==> src/rtl/cpu_pkg.sv <==
// Shared definitions for the multicycle MIPS datapath: divider states,
// iteration count and the exception vector the control unit uses on divide-by-zero.
package cpu_pkg;

   typedef enum logic [1:0] {
      IDLE,
      CALC,
      FINISH
   } div_state_t;

   localparam int DIV_STEPS = 32;

   localparam logic [31:0] EXC_DIV_ZERO_VEC = 32'h000000FF;

endpackage

==> src/rtl/div_unit_if.sv <==
// Handshake and result bus between the control unit / datapath (master) and
// the sequential divider (slave).
interface div_unit_if #(
   parameter int WIDTH = 32
);

   logic             divControl;
   logic [WIDTH-1:0] a;
   logic [WIDTH-1:0] b;
   logic [WIDTH-1:0] hi;
   logic [WIDTH-1:0] lo;
   logic             divBusy;
   logic             divDone;
   logic             divZero;

   modport master (
      output divControl, a, b,
      input  hi, lo, divBusy, divDone, divZero
   );

   modport slave (
      input  divControl, a, b,
      output hi, lo, divBusy, divDone, divZero
   );

endinterface

==> src/rtl/div_step.sv <==
// One restoring-division iteration on unsigned magnitudes: shift {rem, quo}
// left by one, then subtract the divisor when it fits and set the new quotient bit.
module div_step #(
   parameter int WIDTH = 32
) (
   input  logic [WIDTH-1:0] rem,
   input  logic [WIDTH-1:0] quo,
   input  logic [WIDTH-1:0] divisor,
   output logic [WIDTH-1:0] remNext,
   output logic [WIDTH-1:0] quoNext
);

   logic [WIDTH:0] trial;

   // The extra top bit keeps the compare exact even when the shifted
   // remainder exceeds WIDTH bits.
   always_comb begin
      trial = {rem, quo[WIDTH-1]};
      if (trial >= {1'b0, divisor}) begin
         remNext = WIDTH'(trial - {1'b0, divisor});
         quoNext = {quo[WIDTH-2:0], 1'b1};
      end else begin
         remNext = trial[WIDTH-1:0];
         quoNext = {quo[WIDTH-2:0], 1'b0};
      end
   end

endmodule

==> src/rtl/div_unit.sv <==
// Sequential signed divider: latches operand magnitudes, runs DIV_STEPS restoring
// iterations, then applies signs and writes HI (remainder) / LO (quotient).
module div_unit #(
   parameter int WIDTH = 32
) (
   input  logic       clk,
   input  logic       reset,
   div_unit_if.slave  bus
);

   import cpu_pkg::*;

   localparam int CW = $clog2(DIV_STEPS);
   localparam logic [CW-1:0] LAST_STEP = CW'(DIV_STEPS - 1);

   div_state_t       state;
   div_state_t       nextState;
   logic [WIDTH-1:0] remReg;
   logic [WIDTH-1:0] quoReg;
   logic [WIDTH-1:0] divisorReg;
   logic [WIDTH-1:0] remNext;
   logic [WIDTH-1:0] quoNext;
   logic [WIDTH-1:0] aMag;
   logic [WIDTH-1:0] bMag;
   logic [WIDTH-1:0] hiReg;
   logic [WIDTH-1:0] loReg;
   logic [CW-1:0]    count;
   logic             remSign;
   logic             quoSign;
   logic             zeroFlag;
   logic             doneReg;
   logic             zeroReg;
   logic             busy;

   // Magnitudes wrap in unsigned arithmetic, so |0x80000000| stays 0x80000000.
   assign aMag = bus.a[WIDTH-1] ? -bus.a : bus.a;
   assign bMag = bus.b[WIDTH-1] ? -bus.b : bus.b;

   div_step #(.WIDTH(WIDTH)) stepUnit (
      .rem     (remReg),
      .quo     (quoReg),
      .divisor (divisorReg),
      .remNext (remNext),
      .quoNext (quoNext)
   );

   always_ff @(posedge clk or negedge reset) begin
      if (!reset) state <= IDLE;
      else        state <= nextState;
   end

   always_comb begin
      nextState = state;
      unique case (state)
         IDLE: begin
            if (bus.divControl) nextState = (bus.b == '0) ? FINISH : CALC;
         end
         CALC: begin
            if (count == LAST_STEP) nextState = FINISH;
         end
         FINISH:  nextState = IDLE;
         default: nextState = IDLE;
      endcase
   end

   always_comb begin
      busy = (state != IDLE);
   end

   // A divide-by-zero skips CALC and leaves HI/LO untouched in FINISH.
   always_ff @(posedge clk or negedge reset) begin
      if (!reset) begin
         remReg     <= '0;
         quoReg     <= '0;
         divisorReg <= '0;
         count      <= '0;
         remSign    <= 1'b0;
         quoSign    <= 1'b0;
         zeroFlag   <= 1'b0;
         hiReg      <= '0;
         loReg      <= '0;
         doneReg    <= 1'b0;
         zeroReg    <= 1'b0;
      end else begin
         doneReg <= (state == FINISH);
         zeroReg <= (state == FINISH) && zeroFlag;
         unique case (state)
            IDLE: begin
               if (bus.divControl) begin
                  remReg     <= '0;
                  quoReg     <= aMag;
                  divisorReg <= bMag;
                  count      <= '0;
                  remSign    <= bus.a[WIDTH-1];
                  quoSign    <= bus.a[WIDTH-1] ^ bus.b[WIDTH-1];
                  zeroFlag   <= (bus.b == '0);
               end
            end
            CALC: begin
               remReg <= remNext;
               quoReg <= quoNext;
               count  <= count + 1'b1;
            end
            FINISH: begin
               if (!zeroFlag) begin
                  loReg <= quoSign ? -quoReg : quoReg;
                  hiReg <= remSign ? -remReg : remReg;
               end
            end
            default: ;
         endcase
      end
   end

   assign bus.hi      = hiReg;
   assign bus.lo      = loReg;
   assign bus.divBusy = busy;
   assign bus.divDone = doneReg;
   assign bus.divZero = zeroReg;

endmodule

==> src/flat_wrapper.sv <==
// flat-port wrapper written by rule: the top's interface ports become plain ports
module div_unit_flat import cpu_pkg::*;
#(
   parameter int WIDTH = 32
)
  (clk, reset, bus_divControl, bus_a, bus_b, bus_hi, bus_lo, bus_divBusy, bus_divDone, bus_divZero);
  div_unit_if #(.WIDTH(WIDTH)) bus_i ();
  input  logic clk;
  input  logic reset;
  input wire logic [$bits(bus_i.divControl)-1:0] bus_divControl;
  input wire logic [$bits(bus_i.a)-1:0] bus_a;
  input wire logic [$bits(bus_i.b)-1:0] bus_b;
  output wire logic [$bits(bus_i.hi)-1:0] bus_hi;
  output wire logic [$bits(bus_i.lo)-1:0] bus_lo;
  output wire logic [$bits(bus_i.divBusy)-1:0] bus_divBusy;
  output wire logic [$bits(bus_i.divDone)-1:0] bus_divDone;
  output wire logic [$bits(bus_i.divZero)-1:0] bus_divZero;
  assign bus_i.divControl = bus_divControl;
  assign bus_i.a = bus_a;
  assign bus_i.b = bus_b;
  assign bus_hi = bus_i.hi;
  assign bus_lo = bus_i.lo;
  assign bus_divBusy = bus_i.divBusy;
  assign bus_divDone = bus_i.divDone;
  assign bus_divZero = bus_i.divZero;
  div_unit #(.WIDTH(WIDTH)) u_core (.clk(clk), .reset(reset), .bus(bus_i));
endmodule
==> config.mk <==
export PLATFORM = sky130hd
export DESIGN_NAME = div_unit_flat
export DESIGN_NICKNAME = d
export VERILOG_FILES = /design/src/rtl/cpu_pkg.sv /design/src/rtl/div_unit_if.sv /design/src/rtl/div_step.sv /design/src/rtl/div_unit.sv /design/src/flat_wrapper.sv
export SDC_FILE = /design/constraint.sdc
export NUM_CORES = 1
export LEC_CHECK = 0
export CAP_MARGIN = 5
export CORE_UTILIZATION = 44
export DETAILED_ROUTE_END_ITERATION = 10
export PLACE_DENSITY_LB_ADDON = 0.25
export SLEW_MARGIN = 10
export SYNTH_ARGS = -nofsm -noshare
export SYNTH_HDL_FRONTEND = slang
export SYNTH_SLANG_ARGS = --single-unit
==> constraint.sdc <==
create_clock -name clk -period 5.3 [get_ports clk]
set_input_delay 1.06 -clock clk [delete_from_list [all_inputs] [get_ports clk]]
set_output_delay 1.06 -clock clk [all_outputs]
set_load 0.005 [all_outputs]
### After elaboration in Yosys (flattened, before gate mapping)

Cells that the tools add are included.

* bits of input ports: 67
* register bits: 172
* logic and storage cells: 51
* output and inout port bits: 67

* reduce and logical (&&, ||, !) cells: 9
* $add $sub $neg: 6
* magnitude comparators: 1
* mux-type cells: 16
* bitwise logic cells: 2
* equal/unequal tests: 5

Operators with widths (number)
* two-way mux 32 bit: 7
* negation 32 bit: 4
* one-hot mux 32 bit (2 select lines): 2
* >= comparator 33 x 32 -> 1 bit: 1
* logical NOT 32 bit: 1
* subtractor 32 bit: 1
* one-hot mux 5 bit (2 select lines): 1
* AND reduction 2 bit: 4
* two-way mux 2 bit: 3
* adder 5 x 1 -> 5 bit, second input constant: 1
* equality test 5 bit, second input constant: 1
* two-way mux 5 bit: 1
* one-hot mux 2 bit (2 select lines): 1
* nonzero test 2 bit: 2
* equality test 2 x 1 -> 1 bit, second input constant: 1
* equality test 2 bit, second input constant: 1
* logical NOT 2 bit: 1
* != test 2 x 1 -> 1 bit, second input constant: 1
* != test 2 bit, second input constant: 1
* logical AND 1 bit: 1
* two-way mux 1 bit: 1
* NOT 1 bit: 1
* bitwise XOR 1 bit: 1

### Depth between registers and ports, before layout

* depth after elaboration: 4
* depth in mapped cells: 14
* gate-level depth less buffers: 13

### Hierarchy

A second synthesis with hierarchy kept.

* cells, all modules: 1419
* area total of the unflattened synthesis: 12072.8 um^2

Modules (own cells, without submodules)
* div_unit: cells an instance 1074, seq. area each 4304.1 um^2, area each 9474.1 um^2, instances 1
* div_step: cells an instance 345, seq. area each 0.0 um^2, area each 2598.7 um^2, instances 1

### Worst setup path after synthesis

No wires, ideal clock.

* path kind: input -> register
* from: in bus_a[0]
* to: reg u_core.quoReg[29]
* arrival: 3.781 ns
* setup slack: 1.382 ns
* data required time: 5.164 ns
* stages on the path: 9
* library setup time: 0.136 ns
* path buffers: 0
* path through: or3_1 or4_1 or3_1 or3_1 or4_4 nand2b_4 o41ai_2 xor2_1 a21oi_1

* longest elaborated chain between the ends: 4

RTL lines
* start: declaration: line flat_wrapper.sv:11 `input wire logic [$bits(bus_i.a)-1:0] bus_a;`
* negation 32 bit: line div_unit.sv:36 `assign aMag = bus.a[WIDTH-1] ? -bus.a : bus.a;`
* two-way mux 32 bit: line div_unit.sv:36
* two-way mux 32 bit: line div_unit.sv:89 `if (bus.divControl) begin`
* one-hot mux 32 bit (2 select lines): line div_unit.sv:87 `unique case (state)`
* end signal: assignment: line div_unit.sv:91 `quoReg <= aMag;`
* end signal: assignment: line div_unit.sv:101 `quoReg <= quoNext;`
* end: declaration: line div_unit.sv:19 `logic [WIDTH-1:0] quoReg;`

No other way between the ends. The select of a mux whose other input is x is not followed.
A chain may end at the register's enable or synchronous reset.

### Final worst setup path

Same ends and word-level chain as after synthesis.

==> qor.csv <==
metric,value,unit
tightest_slew,1.06,ns
dr.first_iter.drc_count,772,
grt_max_degree,127,
ctsResizeCount,0,
fmax,240,MHz
synthMuxAreaShare,1.78,%
postSynthAreaPerCell,8.73,um2
regArea,4300,um2
finalWirelength,27300,um
cap_viol_max_count,0,
synth-async-reset-ratio,100,%
dieArea,25300,um2
multi_input_area,6140,um2
vias_per_cell,5.61,
dpl.hpwl,19600,um
path_cells,"clkdlybuf4s50_1, or3_1, or4_1, or3_1, or3_1, or4_4, nand2b_4, o41ai_2, xor2_1, a21oi_1",
clk_pin_slew,0.06,ns
synth_fp_nets,1348,
hold_depth,2,
r2r_cells,9,
outcome,"finished, violations left",
cts_sinks,172,
cp.arrival,4.45,ns
synth_ff_type,dfrtp_1,
ant_nets,0,
synth_cell_types,57,
synth_edf_count,0,
pin_count,134,
hold_slack,0.482,ns
core.rowCount,57,
p_leak,0.00557,uW
start_util,44.7,%
clockRootBuffer,clkbuf_16,
power.density,632,nW/um2
grt_pass1_wl,46100,um
synthSimpleGateAreaFrac,14.7,%
post_cts_buffers,0,
cp-end-kind,flip-flop,
hold_buffers,0,
yosysTopAreaCellShare,39.7,%
synth-compound-area-share,23.4,%
track_usage,22.4,%
drc,2,
yosysTopAreaCell,dfrtp_1,
synthToLayoutAreaGrowth,20.6,%
wire_per_inst,16.4,um
antenna_found_initial,0,
ys_seq_elements,172,
slowest_stage,or4_4,
rsz0062_at_grt,no,
grt_overflow_total,0,
critPathMostFrequentCell,or3_1,
numCtsBuffers,17,
diodes,0,
synthXorXnorAreaFrac,11.8,%
start_kind,input pin,
synth_top_family_by_area,compound AO/OA/AOI/OAI gates,
cts_max_level,4,
seq_area_frac_synth,39.7,%
slew_violations,0,
final_core_util,53.9,%
required,5.59,ns
layout-drive-gt1-share,4.23,%
ir_drop,0.259,mV
hold_class,reg2reg,
grt_pass1_vias,8906,
setup_violations,0,
clk_latency,0.44,ns
cp_max_fo,5,
die_x,159,um
cts_tree,yes,
final_cell_mix,"dfrtp_1 (172), clkdlybuf4s50_1 (131), nand2_1 (129)",
max_stage_delay,0.52,ns
tns,0,ns
failed_checks,design-rule violations,
clockBufferDepth,2,
slew_headroom,29.1,%
critPathKind,in2reg,
synth_area,10800,um2
final_hold_viol_count,0,
netlist_instances,1242,
dpl_cell_area,12400,um2
die_h,159,um
finalCriticalPeriod,4.17,ns
netlist_top_cells_area,"dfrtp_1 (40%), xor2_1 (8.9%), o21ai_0 (5.8%)",
firstDrtPassIters,8,
fin_crit_sh,78.6,%
port_buffers,133,
synth_fa_ha_area_share,4.57,%
final_common_cell,dfrtp_1,
via_count,9363,
yosysWarnings,0,
fin_skew,0.00757,ns
finalWeightedCongestion,0.919,
core-area,24200,um2
fin_nets,1442,
fill_cells,2270,
finalInstanceArea,13100,um2
path summary, 6_finish.rpt:
check                                      start  slack [ns]                    end
hold reg to reg            u_core.divisorReg[14]        0.48  u_core.divisorReg[14]
min in group asynchronous                  reset        0.69      u_core.bus.lo[17]
setup reg to reg                u_core.remReg[6]        1.73      u_core.bus.hi[26]
setup / recovery                        bus_a[0]        1.13      u_core.quoReg[29]
max in group asynchronous                  reset        3.48      u_core.remReg[28]
hold / removal             u_core.divisorReg[14]        0.48  u_core.divisorReg[14]
power breakdown:
| group | switching, uW | internal (uW) | total, uW |
|---|---|---|---|
| clock | 535 | 844 | 1380 |
| combinational | 2440 | 1970 | 4410 |
| sequential | 675 | 1800 | 2470 |
synthesized netlist by cell type, drive strengths merged (5+ instances only):
| cell type | n |
|---|---|
| a211oi | 9 |
| a21o | 24 |
| a21oi | 112 |
| a22o | 5 |
| a22oi | 17 |
| and3 | 7 |
| buf | 8 |
| clkbuf | 59 |
| dfrtp | 172 |
| ha | 38 |
| inv | 49 |
| mux2i | 17 |
| nand2 | 129 |
| nand2b | 14 |
| nand3 | 10 |
| nand4 | 8 |
| nor2 | 92 |
| nor2b | 5 |
| nor3 | 7 |
| nor4 | 9 |
| o21ai | 131 |
| o21bai | 7 |
| o221ai | 6 |
| o22ai | 33 |
| o31ai | 35 |
| o41ai | 20 |
| or3 | 20 |
| or4 | 23 |
| xnor2 | 36 |
| xor2 | 110 |
worst max-delay path: cells and delay by family:
kind	cells	cell delay [ns]
and+or+nand+nor	6	2.37
buffers and inverters	1	0.43
AOI/OAI and AO/OA	2	0.41
xor gates and xnor gates	1	0.18
stage by stage:
stage                     worst slack (ns)  cells  power, uW
after CTS                             1.14   1670       8240
final                                 1.13   1670       8260
after floorplan                       1.38   1242       5660
after global placement               0.785   1641       6730
after global routing                 0.968   1670       8960
after detailed placement             0.691   1641       6810
final cells by class:
cell class              instances  share of cell area (%)
multi-input cells             954                    47.0
flip-flops and latches        172                    32.9
repair buffers                142                    10.8
clock buffers                  19                    3.39
well taps                     324                    3.10
clock inverters                10                    1.45
inverters                      49                    1.41
cell families after synthesis:
family | count (synthesis)
xor gates and xnor gates | 146
muxes | 19
adders and majority gates | 39
and+or+nand+nor | 335
AOI/OAI and AO/OA | 415
buffers and inverters | 116
DFF | 172
routing by layer:
layer | wire, um | global-route usage (%) | share of wire (%) | vias to the layer above
li1 | - | - | - | 4649
met1 | 13600 | 33.8 | 50 | 4407
met2 | 11600 | 32.8 | 42 | 261
met3 | 1480 | 2.97 | 5.4 | 46
met4 | 667 | 7.82 | 2.4 | 0
met5 | 0 | 0 | 0 | -
sequential cells by signal, summed over array words and instances (netlist names):
| name | cells |
|---|---|
| u_core.zeroFlag | 1 |
| u_core.remSign | 1 |
| u_core.count | 5 |
| u_core.quoReg | 32 |
| u_core.bus.divZero | 1 |
| u_core.divisorReg | 32 |
| u_core.bus.lo | 32 |
| u_core.state | 2 |
| u_core.bus.divDone | 1 |
| u_core.quoSign | 1 |
| u_core.bus.hi | 32 |
| u_core.remReg | 32 |
Note: power is estimated with default switching activity, not from simulation.
